## src/rtl/rst_ctrl_pkg.sv

```systemverilog
// Shared definitions for the reset sequencer: FSM state encoding, parameter defaults
// and the counter-width helper.
package rst_ctrl_pkg;

    typedef enum logic [1:0] {
        StHold    = 2'd0,
        StRelease = 2'd1,
        StRun     = 2'd2
    } seq_state_e;

    localparam int unsigned DefPinNum     = 2;
    localparam int unsigned DefDebCycles  = 750000;
    localparam int unsigned DefNumStages  = 2;
    localparam int unsigned DefHoldCycles = 64;
    localparam int unsigned DefStageGap   = 16;
    localparam int unsigned DefLongCycles = 150000000;

    // One spare bit so a counter never wraps before its terminal compare.
    function automatic int unsigned cnt_width(input int unsigned n);
        return $clog2(n) + 1;
    endfunction

endpackage

```

## src/rtl/deb_chan.sv

```systemverilog
// One input channel: 2-flop synchronizer, stable-count debounce and edge pulses.
// pin_out follows the synchronized level after DEB_CYCLES consecutive disagreeing cycles.
module deb_chan
    import rst_ctrl_pkg::*;
#(
    parameter int unsigned DEB_CYCLES = DefDebCycles
) (
    input  logic clk,
    input  logic rst,
    input  logic pin_in,
    output logic pin_out,
    output logic pin_rise,
    output logic pin_fall
);

    localparam int unsigned CntW = cnt_width(DEB_CYCLES);
    localparam logic [CntW-1:0] CntMax = CntW'(DEB_CYCLES - 1);

    logic [1:0]      sync_q;
    logic [CntW-1:0] cnt_q, cnt_d;
    logic            out_q, out_d;
    logic            rise_q, rise_d;
    logic            fall_q, fall_d;
    logic            level;

    assign level = sync_q[1];

    always_comb begin
        cnt_d  = '0;
        out_d  = out_q;
        rise_d = 1'b0;
        fall_d = 1'b0;
        if (level != out_q) begin
            if (cnt_q == CntMax) begin
                out_d  = level;
                rise_d = level;
                fall_d = ~level;
            end else begin
                cnt_d = cnt_q + 1'b1;
            end
        end
    end

    always_ff @(posedge clk or posedge rst) begin
        if (rst) begin
            sync_q <= '0;
            cnt_q  <= '0;
            out_q  <= 1'b0;
            rise_q <= 1'b0;
            fall_q <= 1'b0;
        end else begin
            sync_q <= {sync_q[0], pin_in};
            cnt_q  <= cnt_d;
            out_q  <= out_d;
            rise_q <= rise_d;
            fall_q <= fall_d;
        end
    end

    assign pin_out  = out_q;
    assign pin_rise = rise_q;
    assign pin_fall = fall_q;

endmodule

```

## src/rtl/reset_seq_ctrl.sv

```systemverilog
// Reset sequencer: lock detect, soft request and debounced pins hold all stages in reset,
// then release them one by one. Define LONG_PRESS_EN for the channel-0 long-press feature.
module reset_seq_ctrl
    import rst_ctrl_pkg::*;
#(
    parameter int unsigned PIN_NUM     = DefPinNum,
    parameter int unsigned DEB_CYCLES  = DefDebCycles,
    parameter int unsigned NUM_STAGES  = DefNumStages,
    parameter int unsigned HOLD_CYCLES = DefHoldCycles,
    parameter int unsigned STAGE_GAP   = DefStageGap,
    parameter int unsigned LONG_CYCLES = DefLongCycles
) (
    input  logic                  clk,
    input  logic                  rst,
    input  logic                  locked,
    input  logic                  rst_req,
    input  logic [PIN_NUM-1:0]    pin_in,
    input  logic [PIN_NUM-1:0]    rst_src_en,
    output logic [PIN_NUM-1:0]    pin_out,
    output logic [PIN_NUM-1:0]    pin_rise,
    output logic [PIN_NUM-1:0]    pin_fall,
    output logic [NUM_STAGES-1:0] stage_rst,
    output logic                  seq_done,
    output logic                  long_press
);

    localparam int unsigned HoldW = cnt_width(HOLD_CYCLES);
    localparam int unsigned GapW  = cnt_width(STAGE_GAP);
    localparam int unsigned IdxW  = cnt_width(NUM_STAGES);
    localparam logic [HoldW-1:0] HoldMax = HoldW'(HOLD_CYCLES - 1);
    localparam logic [GapW-1:0]  GapMax  = GapW'(STAGE_GAP - 1);
    localparam logic [IdxW-1:0]  IdxLast = IdxW'(NUM_STAGES - 1);

    if (PIN_NUM < 1 || PIN_NUM > 8 || NUM_STAGES < 1 || NUM_STAGES > 4 || DEB_CYCLES < 1 ||
        HOLD_CYCLES < 1 || STAGE_GAP < 1 || LONG_CYCLES < 1) begin : g_param_err
        $error("reset_seq_ctrl: parameter out of range");
    end

    logic [1:0] lock_sync_q;
    logic       src;
    logic       lp_src;

    always_ff @(posedge clk or posedge rst) begin
        if (rst) begin
            lock_sync_q <= '0;
        end else begin
            lock_sync_q <= {lock_sync_q[0], locked};
        end
    end

    for (genvar i = 0; i < PIN_NUM; i++) begin : g_chan
        deb_chan #(
            .DEB_CYCLES(DEB_CYCLES)
        ) u_deb_chan (
            .clk     (clk),
            .rst     (rst),
            .pin_in  (pin_in[i]),
            .pin_out (pin_out[i]),
            .pin_rise(pin_rise[i]),
            .pin_fall(pin_fall[i])
        );
    end

`ifdef LONG_PRESS_EN
    localparam int unsigned LpW = cnt_width(LONG_CYCLES);
    localparam logic [LpW-1:0] LpMax = LpW'(LONG_CYCLES - 1);

    logic [LpW-1:0] lp_cnt_q, lp_cnt_d;
    logic           lp_active_q, lp_active_d;
    logic           lp_pulse_q, lp_pulse_d;

    // Counter saturates once the press is recognised; only the fall of pin_out[0] rearms it.
    always_comb begin
        lp_cnt_d    = '0;
        lp_active_d = 1'b0;
        lp_pulse_d  = 1'b0;
        if (pin_out[0]) begin
            lp_cnt_d    = lp_cnt_q;
            lp_active_d = lp_active_q;
            if (!lp_active_q) begin
                if (lp_cnt_q == LpMax) begin
                    lp_active_d = 1'b1;
                    lp_pulse_d  = 1'b1;
                end else begin
                    lp_cnt_d = lp_cnt_q + 1'b1;
                end
            end
        end
    end

    always_ff @(posedge clk or posedge rst) begin
        if (rst) begin
            lp_cnt_q    <= '0;
            lp_active_q <= 1'b0;
            lp_pulse_q  <= 1'b0;
        end else begin
            lp_cnt_q    <= lp_cnt_d;
            lp_active_q <= lp_active_d;
            lp_pulse_q  <= lp_pulse_d;
        end
    end

    assign lp_src     = lp_active_q & pin_out[0];
    assign long_press = lp_pulse_q;
`else
    assign lp_src     = 1'b0;
    assign long_press = 1'b0;
`endif

    assign src = ~lock_sync_q[1] | rst_req | (|(pin_out & rst_src_en)) | lp_src;

    seq_state_e            state_q, state_d;
    logic [HoldW-1:0]      hold_cnt_q, hold_cnt_d;
    logic [GapW-1:0]       gap_cnt_q, gap_cnt_d;
    logic [IdxW-1:0]       idx_q, idx_d;
    logic [NUM_STAGES-1:0] stage_q, stage_d;

    always_comb begin
        state_d    = state_q;
        hold_cnt_d = '0;
        gap_cnt_d  = '0;
        idx_d      = idx_q;
        if (src) begin
            state_d = StHold;
            idx_d   = '0;
        end else begin
            unique case (state_q)
                StHold: begin
                    idx_d = '0;
                    if (hold_cnt_q == HoldMax) begin
                        state_d = StRelease;
                    end else begin
                        hold_cnt_d = hold_cnt_q + 1'b1;
                    end
                end
                StRelease: begin
                    if (idx_q == IdxLast) begin
                        state_d = StRun;
                    end else if (gap_cnt_q == GapMax) begin
                        idx_d = idx_q + 1'b1;
                    end else begin
                        gap_cnt_d = gap_cnt_q + 1'b1;
                    end
                end
                StRun:   state_d = StRun;
                default: state_d = StHold;
            endcase
        end
    end

    // Stage resets are registered from the next state so they never glitch.
    always_comb begin
        stage_d = '1;
        if (state_d == StRun) begin
            stage_d = '0;
        end else if (state_d == StRelease) begin
            for (int i = 0; i < int'(NUM_STAGES); i++) begin
                stage_d[i] = (i > int'(idx_d));
            end
        end
    end

    always_ff @(posedge clk or posedge rst) begin
        if (rst) begin
            state_q    <= StHold;
            hold_cnt_q <= '0;
            gap_cnt_q  <= '0;
            idx_q      <= '0;
            stage_q    <= '1;
        end else begin
            state_q    <= state_d;
            hold_cnt_q <= hold_cnt_d;
            gap_cnt_q  <= gap_cnt_d;
            idx_q      <= idx_d;
            stage_q    <= stage_d;
        end
    end

    assign stage_rst = stage_q;
    assign seq_done  = (state_q == StRun);

endmodule

```

## config.mk

```make
export PLATFORM = sky130hd
export DESIGN_NAME = reset_seq_ctrl
export DESIGN_NICKNAME = d
export VERILOG_FILES = /design/src/rtl/rst_ctrl_pkg.sv /design/src/rtl/deb_chan.sv /design/src/rtl/reset_seq_ctrl.sv
export SDC_FILE = /design/constraint.sdc
export NUM_CORES = 1
export LEC_CHECK = 0
export CORE_AREA = 2 2 91 93
export CTS_CLUSTER_DIAMETER = 120
export DETAILED_ROUTE_END_ITERATION = 10
export DIE_AREA = 0 0 93 95
export DONT_BUFFER_PORTS = 1
export PLACE_DENSITY = 0.67
export SLEW_MARGIN = 15
export SYNTH_ARGS = -nofsm -noshare
export SYNTH_HDL_FRONTEND = slang
export SYNTH_SLANG_ARGS = --single-unit
```

## constraint.sdc

```tcl
create_clock -name clk -period 3.3 [get_ports clk]
set_clock_uncertainty 0.05 [all_clocks]
set_input_delay 0.66 -clock clk [delete_from_list [all_inputs] [get_ports clk]]
set_output_delay 0.66 -clock clk [all_outputs]
set_load 0.03 [all_outputs]
```

== After elaboration in Yosys (flattened, before gate mapping) ==
Index checks and enable logic that the tools add are counted.

* Register bits after elaboration: 72
* Bits in latches: 0
* Memory bits (writable): 0
* Memory bits (read-only): 0
* Input port bits: 8
* Logic and storage cells: 72
* Memories: 0

* $add $sub $neg: 5
* $mul: 0
* Divide/modulo/power cells: 0
* Magnitude comparators: 1
* Equality and inequality tests: 11
* Shift operators: 0
* Multiplexer cells: 29
* Bitwise logic cells: 6
* Reduce and logical (&&, ||, !) cells: 4

{| class="wikitable"
|+ Operators by type and width
! cell !! count
|-
| $mux 21 || 4
|-
| $add 21x1->21 const B || 2
|-
| $eq 21x20->1 const B || 2
|-
| $mux 7 || 3
|-
| $mux 5 || 4
|-
| $mux 2 || 8
|-
| $mux 1 || 8
|-
| $add 7x1->7 const B || 1
|-
| $eq 7x6->1 const B || 1
|-
| $eq 2x1->1 const B || 3
|-
| $pmux 2 s3 || 1
|-
| $add 5x1->5 const B || 1
|-
| $eq 5x4->1 const B || 1
|-
| $eq 2x2->1 const B || 2
|-
| $pmux 2 s2 || 1
|-
| $reduce_and 2->1 || 2
|-
| $not 1->1 || 3
|-
| $add 2x1->2 const B || 1
|-
| $and 2x2->2 || 1
|-
| $gt 1x2->1 const A || 1
|-
| $logic_not 2->1 || 1
|-
| $ne 1x1->1 || 2
|-
| $or 1x1->1 || 2
|-
| $reduce_or 2->1 || 1
|}

== Depth between registers and ports, before layout ==
Gate-level depths: netlist (run 1).

* Depth after elaboration: 8
* Depth in mapped cells: 9
* Mapped depth without buffers: 8

== By module ==
Synthesis (run 1) repeated with hierarchy kept, for this count alone.

* Cells, all modules: 333
* Area, all modules: 3492.1 µm²

{| class="wikitable"
|+ By module, submodules not included
! module !! instances !! cells each !! area each (µm²) !! seq. area each (µm²)
|-
| deb_chan || 2 || 119 || 1226.2 || 650.6
|-
| reset_seq_ctrl || 1 || 95 || 1039.7 || 503.0
|}

== Worst setup path after synthesis (run 1) ==
Ideal clock, no wire load.

* Kind: input-to-reg
* Start point: input port rst_src_en[0]
* End point: register stage_q[1] (netlist: stage_rst[1])
* Setup time: 0.079 ns
* Arrival time: 2.398 ns
* Data required time: 3.171 ns
* Slack: 0.773 ns
* Stages: 8
* Path through: a22oi_1 -> nand2_1 -> or3_1 -> clkbuf_1 -> o31a_1 -> ha_1 -> or4_1 -> o21ai_0

* Word-level cells in the longest chain between the ends: 7

{| class="wikitable"
|+ RTL lines
! element !! line !! RTL
|-
| start, declared || reset_seq_ctrl.sv:18 || <nowiki>input logic [PIN_NUM-1:0] rst_src_en,</nowiki>
|-
| $and 2x2->2 (*) || reset_seq_ctrl.sv:110 || <nowiki>assign src = ~lock_sync_q[1] | rst_req | (|(pin_out & rst_src_en)) | lp_src;</nowiki>
|-
| $reduce_or 2->1 (*) || reset_seq_ctrl.sv:110 ||
|-
| $or 1x1->1 (*) || reset_seq_ctrl.sv:110 ||
|-
| $mux 2 || reset_seq_ctrl.sv:123 || <nowiki>if (src) begin</nowiki>
|-
| $gt 1x2->1 or $eq 2x1->1 (tied branches) || reset_seq_ctrl.sv:158, reset_seq_ctrl.sv:156 ||
|-
| $mux 2 || reset_seq_ctrl.sv:156 || <nowiki>end else if (state_d == StRelease) begin</nowiki>
|-
| $mux 2 (*) || reset_seq_ctrl.sv:154 || <nowiki>if (state_d == StRun) begin</nowiki>
|-
| via stage_d[1] || reset_seq_ctrl.sv:116 || <nowiki>logic [NUM_STAGES-1:0] stage_q, stage_d;</nowiki>
|-
| end signal, assigned || reset_seq_ctrl.sv:175 || <nowiki>stage_q <= stage_d;</nowiki>
|-
| end, declared || reset_seq_ctrl.sv:116 ||
|}

Mark *: on every way through the listed nets, which the timed path passes. The rest lies on a longest branch.
A chain may end at the register's enable or synchronous reset.

== Worst setup path after layout (run 1) ==
* Start point: register g_chan[1].u_deb_chan.out_q
* End point: register stage_q[1] (netlist: stage_rst[1])

* Word-level cells in the longest chain between the ends: 7

{| class="wikitable"
|+ RTL lines
! element !! line !! RTL
|-
| start, declared || deb_chan.sv:21 || <nowiki>logic out_q, out_d;</nowiki>
|-
| start signal, assigned || deb_chan.sv:54 || <nowiki>out_q <= out_d;</nowiki>
|-
| $and 2x2->2 (*) || reset_seq_ctrl.sv:110 ||
|-
| $reduce_or 2->1 (*) || reset_seq_ctrl.sv:110 ||
|-
| $or 1x1->1 (*) || reset_seq_ctrl.sv:110 ||
|-
| $mux 2 || reset_seq_ctrl.sv:123 ||
|-
| $gt 1x2->1 or $eq 2x1->1 (tied branches) || reset_seq_ctrl.sv:158, reset_seq_ctrl.sv:156 ||
|-
| $mux 2 || reset_seq_ctrl.sv:156 ||
|-
| $mux 2 (*) || reset_seq_ctrl.sv:154 ||
|-
| via stage_d[1] || reset_seq_ctrl.sv:116 ||
|}

Marks and branches as above.

==> run summary, run 1 <==
setup TNS: 0 ns
Worst Setup End Kind: register
Power Density: 471 mW/mm^2
post-synthesis compound-gate area fraction: 7.75%
total track usage: 15.7%
slew at the pin with the worst max-slew slack: 1.00 ns
CTS tree: done
Clock Pin Slew Worst Setup and Hold Paths: 0.08 ns
GRT busiest layer: met2
FF/Latch Area: 0.00180 sq mm
max cap viols: 0
VDD IR-drop max: 0.334 mV
Simple-Gate Fraction of Synth Area: 25.3%
Area Growth Syn to Fin: 9.64%
Rel. slew slack: 33.0%
multi-input logic area: 0.00152 sq mm
mux contribution to synthesized area: 0.652%
CP max stage delay: 0.54 ns
met3 Use GR: 4.79%
GR met2 Demand/Resource: 25.8%
top_reg_cell synth: dfrtp_1
ys async rst share: 100%
xor and xnor area share after synthesis: 7.61%
synth unique cells: 44
Slowest cell on crit path: dfrtp_1
Die Ht: 95 microns
fin. max-slew vios: 0
vias: 2455
syn avg cell area: 10.0 sq um
share of layout cells above drive strength 1: 11.4%
Post-synth EDFFs: 0
synthesized instance count: 344
critical path required time: 3.51 ns
Setup Crit Path Kind: reg2reg
Final #Nets: 360
total congestion overflow: 0
PostCTS Resize Cnt: 0
final setup violation count: 0
vias in the first global route: 2379
WHS: 0.291 ns
Hold Crit Start: pin_in[1]
R2R Path Start: g_chan[1].u_deb_chan.pin_out$_DFFE_PP0P_
Critical Path Source: g_chan[1].u_deb_chan.pin_out$_DFFE_PP0P_
clock buffer depth: 2
ant diodes: 0
Routed Wire Length: 6370 microns
hold buffer count at cts: 0
Final period util: 79.5%
crit path max fanout: 7
post-synthesis cell area: 0.00345 sq mm
# clock sinks: 72
# fillers: 741
initial antenna violation count: 0
Yosys reg bits: 72
placed cells: 439
status: finished, final reports clean
CP Data Arrival Time: 2.83 ns
final hold violations: 0
Pleak: 1.51 nW
Port Buffer Count: 0
post-route insts no fill: 455
die area: 0.00884 sq mm
htree depth: 3
Startpoint Class: register
Ys Warns: 0
DRC Markers: 0
CTS Root Cell: clkbuf_8
routed len/inst: 14.0 microns
adder-cell share of the synthesized area: 2.54%
total CTS buffers: 9
M1 GR Usage: 19.7%
antenna-violating nets left: 0
worst hold path class: in2reg
first-pass GRT wire length: 10900 microns
RSZ-0062 raised after global routing: false
largest net degree at the start of global routing: 52
Cell Chain, Critical Path: a22oi_1, nand2_1, or3_1, o31a_1, ha_1, or4_1, o21ai_0
drt pass-1 iters: 4
row count: 33
core area: 0.00793 sq mm
clock latency on the worst-skew pair: 0.34 ns
Avg Vias per Cell: 5.40
Synthesized Nets: 359
main combinational cell family by area after synthesis: simple AND/OR/NAND/NOR gates
RePlAce Congestion: 0.857
Starting DRT DRC Count: 123
IO Pins: 18
Max Freq: 381 MHz
Post CTS Setup Buffer Count: 0
Tmin final: 2.62 ns
Post-DP HPWL: 4400 microns
die width: 93 microns
register area share after synthesis: 52.2%
Starting Density: 43.6%
cells by family (layout without fill, tap and decap cells):
logic type	after synthesis	in the layout
mux	2	2
buf+inv	28	34
flops	72	72
other cells	1	1
compound gates	45	45
xor+xnor	30	30
fa+ha+maj	7	7
simple gates	159	159
worst max-delay path: cells and delay by family (launching register included):
family | cells | cell delay (ns)
DFF | 1 | 0.54
adders and majority gates | 1 | 0.21
and+or+nand+nor | 3 | 1.16
AOI/OAI and AO/OA | 3 | 0.56
placed cells by master, fill, tap and decap left out, types with 9 or more instances in the layout:
cell,Yosys,routed
a21oi_1,19,19
nand2_1,18,18
dfrtp_1,70,70
or3_1,10,10
clkbuf_8,0,9
nand4_1,11,11
inv_1,12,11
xnor2_1,19,19
xor2_1,11,11
nand3_1,21,21
nor2_1,44,44
per-stage QoR:
step                      cell area [sq um]  util [%]  power, mW  setup WS, ns
after floorplan                        3450         -      0.952         0.768
after global placement                 3540      44.7      0.966         0.675
after detailed placement               3540      44.7      0.968         0.637
after CTS                              3790      47.8       1.81         0.674
after global routing                   3790      47.8       1.85         0.472
final                                  3790      47.8       1.78         0.676
path summary, 6_finish.rpt:
check	to	slack (ns)	cells past startpoint
setup / recovery	stage_rst[1]$_DFF_PP1_	0.68	7
hold / removal	g_chan[1].u_deb_chan.sync_q[0]$_DFF_PP0_	0.29	0
setup reg to reg	stage_rst[1]$_DFF_PP1_	0.68	7
hold reg to reg	g_chan[1].u_deb_chan.sync_q[1]$_DFF_PP0_	0.30	0
max in group asynchronous	g_chan[0].u_deb_chan.cnt_q[5]$_DFF_PP0_	2.06	2
min in group asynchronous	lock_sync_q[1]$_DFF_PP0_	0.38	1
layer usage:
| metal | vias to the layer above | wire [microns] |
|---|---|---|
| met1 | 1186 | 2890 |
| met4 | 0 | 78 |
| met5 | - | 0 |
| li1 | 1216 | - |
| met2 | 47 | 3160 |
| met3 | 6 | 229 |
cell usage after synthesis, types with 3 or more instances:
master     n  area (sq um)
nand3_1   21           105
nor4_1     5          31.3
or2_2      5          31.3
nor2b_1    3          18.8
clkbuf_1   8          30.0
nor3_1     4          20.0
o21ai_0   10          50.1
dfrtp_1   70          1750
o31ai_1    8          60.1
and3_1     7          43.8
or3_1     10          62.6
a21oi_1   19          95.1
nor4b_1    4          35.0
ha_1       7          87.6
nand2_1   18          67.6
buf_4      7          52.6
nor2_1    44           165
xnor2_1   19           166
nor3b_1    5          37.5
xor2_1    11          96.3
or4_1      8          60.1
nand4_1   11          68.8
inv_1     12          45.0
layout make-up:
class / count / share of cell area [%]
Tap cell: 105 / 3.47
Timing Repair Buffer: 6 / 1.19
Clock inverter: 7 / 3.17
Multi-Input combinational cell: 244 / 40.1
Clock buffer: 9 / 3.27
Inverter: 12 / 1.19
Sequential cell: 72 / 47.7
state kept, by name, summed over array words and instances, names as in the netlist:
signal,cells
g_chan.u_deb_chan.cnt_q,42
idx_q,2
hold_cnt_q,7
gap_cnt_q,5
g_chan.u_deb_chan.sync_q,4
g_chan.u_deb_chan.pin_fall,2
g_chan.u_deb_chan.pin_out,2
stage_rst,2
g_chan.u_deb_chan.pin_rise,2
lock_sync_q,2
state_q,2
power by group:
part | total (mW) | internal (mW) | leakage [nW] | switching [mW]
clock | 0.835 | 0.503 | 0.119 | 0.332
combinational | 0.0471 | 0.0126 | 0.411 | 0.0346
sequential | 0.902 | 0.893 | 0.979 | 0.00973
(Power assumes the default switching activity.)
==> run 2, diff against run 1 <==
==> constraint.sdc (replaced) <==
create_clock -name clk -period 2.5 [get_ports clk]
set_clock_uncertainty 0.05 [all_clocks]
set_input_delay 0.5 -clock clk [delete_from_list [all_inputs] [get_ports clk]]
set_output_delay 0.5 -clock clk [all_outputs]
set_load 0.03 [all_outputs]
==> run 2 against run 1 <==
Net effect: sequential power grew 32%; wire length shrank 4.6%; hold slack worse by 0.22 ns; critical path type unchanged; critical endpoint unchanged; largest cell class unchanged.
==> run summary, run 2 (synthesized netlist as in run 1, its figures left out) <==
WHS: 0.0689 ns (-0.222 ns)
IO Pins: 18 (unchanged)
Starting DRT DRC Count: 111 (-9.8%)
total track usage: 15.1% (-0.60 points)
Cell Chain, Critical Path: a22oi_1, nand2_1, or3_1, o31a_1, ha_1, or4_1, o21ai_0
Final period util: 92.0% (+13 points)
Area after DPL: 0.00358 sq mm (+1.2%)
# clock sinks: 72 (unchanged)
share of layout cells above drive strength 1: 12.1% (+0.72 points)
clock buffer depth: 2 (unchanged)
htree depth: 3 (unchanged)
core area: 0.00793 sq mm (unchanged)
routed len/inst: 13.2 microns (-5.4%)
Setup Crit Path Kind: reg2reg
total congestion overflow: 0 (unchanged)
Startpoint Class: register
final setup violation count: 0 (unchanged)
Tmin final: 2.30 ns (-0.323 ns)
status: finished, final reports clean
CTS Root Cell: clkbuf_8
Starting Density: 43.6% (unchanged)
first-pass GRT wire length: 10600 microns (-3.0%)
Port Buffer Count: 0 (unchanged)
most frequent cells in the layout: dfrtp_1 (70), nor2_1 (44), nand3_1 (21)
CP max stage delay: 0.51 ns (-0.03 ns)
drt pass-1 iters: 4 (unchanged)
largest net degree at the start of global routing: 44 (-15%)
post-layout util: 47.7% (about the same)
DRC Markers: 0 (unchanged)
PostCTS Resize Cnt: 0 (unchanged)
Die Ht: 95 microns (unchanged)
Post-DP HPWL: 4300 microns (-2.3%)
placed cells: 443 (+0.91%)
Top Family by Delay on Critical Path: simple AND/OR/NAND/NOR gates
Routed Wire Length: 6070 microns (-4.6%)
Clock Pin Slew Worst Setup and Hold Paths: 0.07 ns (about the same)
Bufs and invs on worst path: 0 (unchanged)
initial antenna violation count: 0 (unchanged)
critical path required time: 2.71 ns (-0.80 ns)
Power Total: 2.16 mW (+21%)
CP Data Arrival Time: 2.51 ns (-0.32 ns)
Post CTS Setup Buffer Count: 0 (unchanged)
RSZ-0062 raised after global routing: false
final hold violations: 0 (unchanged)
total CTS buffers: 9 (unchanged)
hold buffer count at cts: 0 (unchanged)
VDD IR-drop max: 0.422 mV (+27%)
worst hold path class: in2async
antenna-violating nets left: 0 (unchanged)
Worst Setup End Kind: register
Rel. slew slack: 58.2% (+25 points)
Final Instance Area: 0.00378 sq mm (about the same)
die width: 93 microns (unchanged)
clock latency on the worst-skew pair: 0.34 ns (about the same)
Final WS setup: 0.199 ns (-0.477 ns)
Top reg by flops: g_chan.u_deb_chan.cnt_q
Area Growth Syn to Fin: 9.53% (about the same)
Power Density: 570 mW/mm^2 (+21%)
max reg flops: 42 (unchanged)
Avg Vias per Cell: 5.32 (-1.4%)
setup TNS: 0 ns (unchanged)
commonest non-fill, non-tap cell in the layout: dfrtp_1
post-route insts no fill: 459 (+0.88%)
ant diodes: 0 (unchanged)
vias: 2442 (-0.53%)
vias in the first global route: 2389 (+0.42%)
Final #Nets: 364 (+1.1%)
die area: 0.00884 sq mm (unchanged)
max cap viols: 0 (unchanged)
crit path max fanout: 5 (-2)
Pleak: 1.51 nW (+0.22%)
slew at the pin with the worst max-slew slack: 0.626 ns (-0.378 ns)
Max Freq: 435 MHz (+14%)
largest registers: g_chan.u_deb_chan.cnt_q: 42 flops, hold_cnt_q: 7 flops, gap_cnt_q: 5 flops
fin. max-slew vios: 0 (unchanged)
row count: 33 (unchanged)
RePlAce Congestion: 0.811 (-5.4%)
CTS tree: done
Placement Setup Slack: 0.116 ns (-0.521 ns)
Slowest cell on crit path: or4_1
==> run 2: cell count changes in the layout (fill, tap and decap cells not counted) <==
cell and delta:
buf_4 +3, buf_12 +1, clkinv_2 +1, clkinv_4 -1
clkbuf_1 +1, bufinv_16 -2, clkbuf_8 +1
==> run 2: cell type report <==
cell class              count  area (sq um)
inverters                  12          45.0
clock buffers              11           141
well taps                 105           131
flip-flops and latches     72          1800
fillers                   744          4150
multi-input cells         244          1520
clock inverters             5          56.3
repair buffers             10          87.6
==> run 2: metal layers <==
layer | vias to the layer above | wire length [microns] | track usage, %
met5 | - | 0 | 0
met4 | 0 | 114 | 6.50
met3 | 11 | 126 | 3.91
met2 | 25 | 2950 | 24.7
met1 | 1175 | 2880 | 19.0
li1 | 1231 | - | -
==> run 2: worst paths after layout <==
kind	to	slack, ns	depth (start not counted)	from
hold reg to reg	g_chan[1].u_deb_chan.sync_q[1]$_DFF_PP0_	0.30	0	g_chan[1].u_deb_chan.sync_q[0]$_DFF_PP0_
min in group clk	g_chan[1].u_deb_chan.sync_q[0]$_DFF_PP0_	0.13	0	pin_in[1]
hold / removal	g_chan[1].u_deb_chan.pin_rise$_DFF_PP0_	0.07	1	rst
setup reg to reg	stage_rst[1]$_DFF_PP1_	0.20	7	g_chan[0].u_deb_chan.pin_out$_DFFE_PP0P_
max in group asynchronous	stage_rst[1]$_DFF_PP1_	1.63	2	rst
setup / recovery	stage_rst[1]$_DFF_PP1_	0.20	7	g_chan[0].u_deb_chan.pin_out$_DFFE_PP0P_
==> run 2: power by group <==
group,internal (mW),switching (mW),leakage (nW)
combinational,0.0189,0.0454,0.434
clock,0.487,0.416,0.0993
sequential,1.18,0.0125,0.979
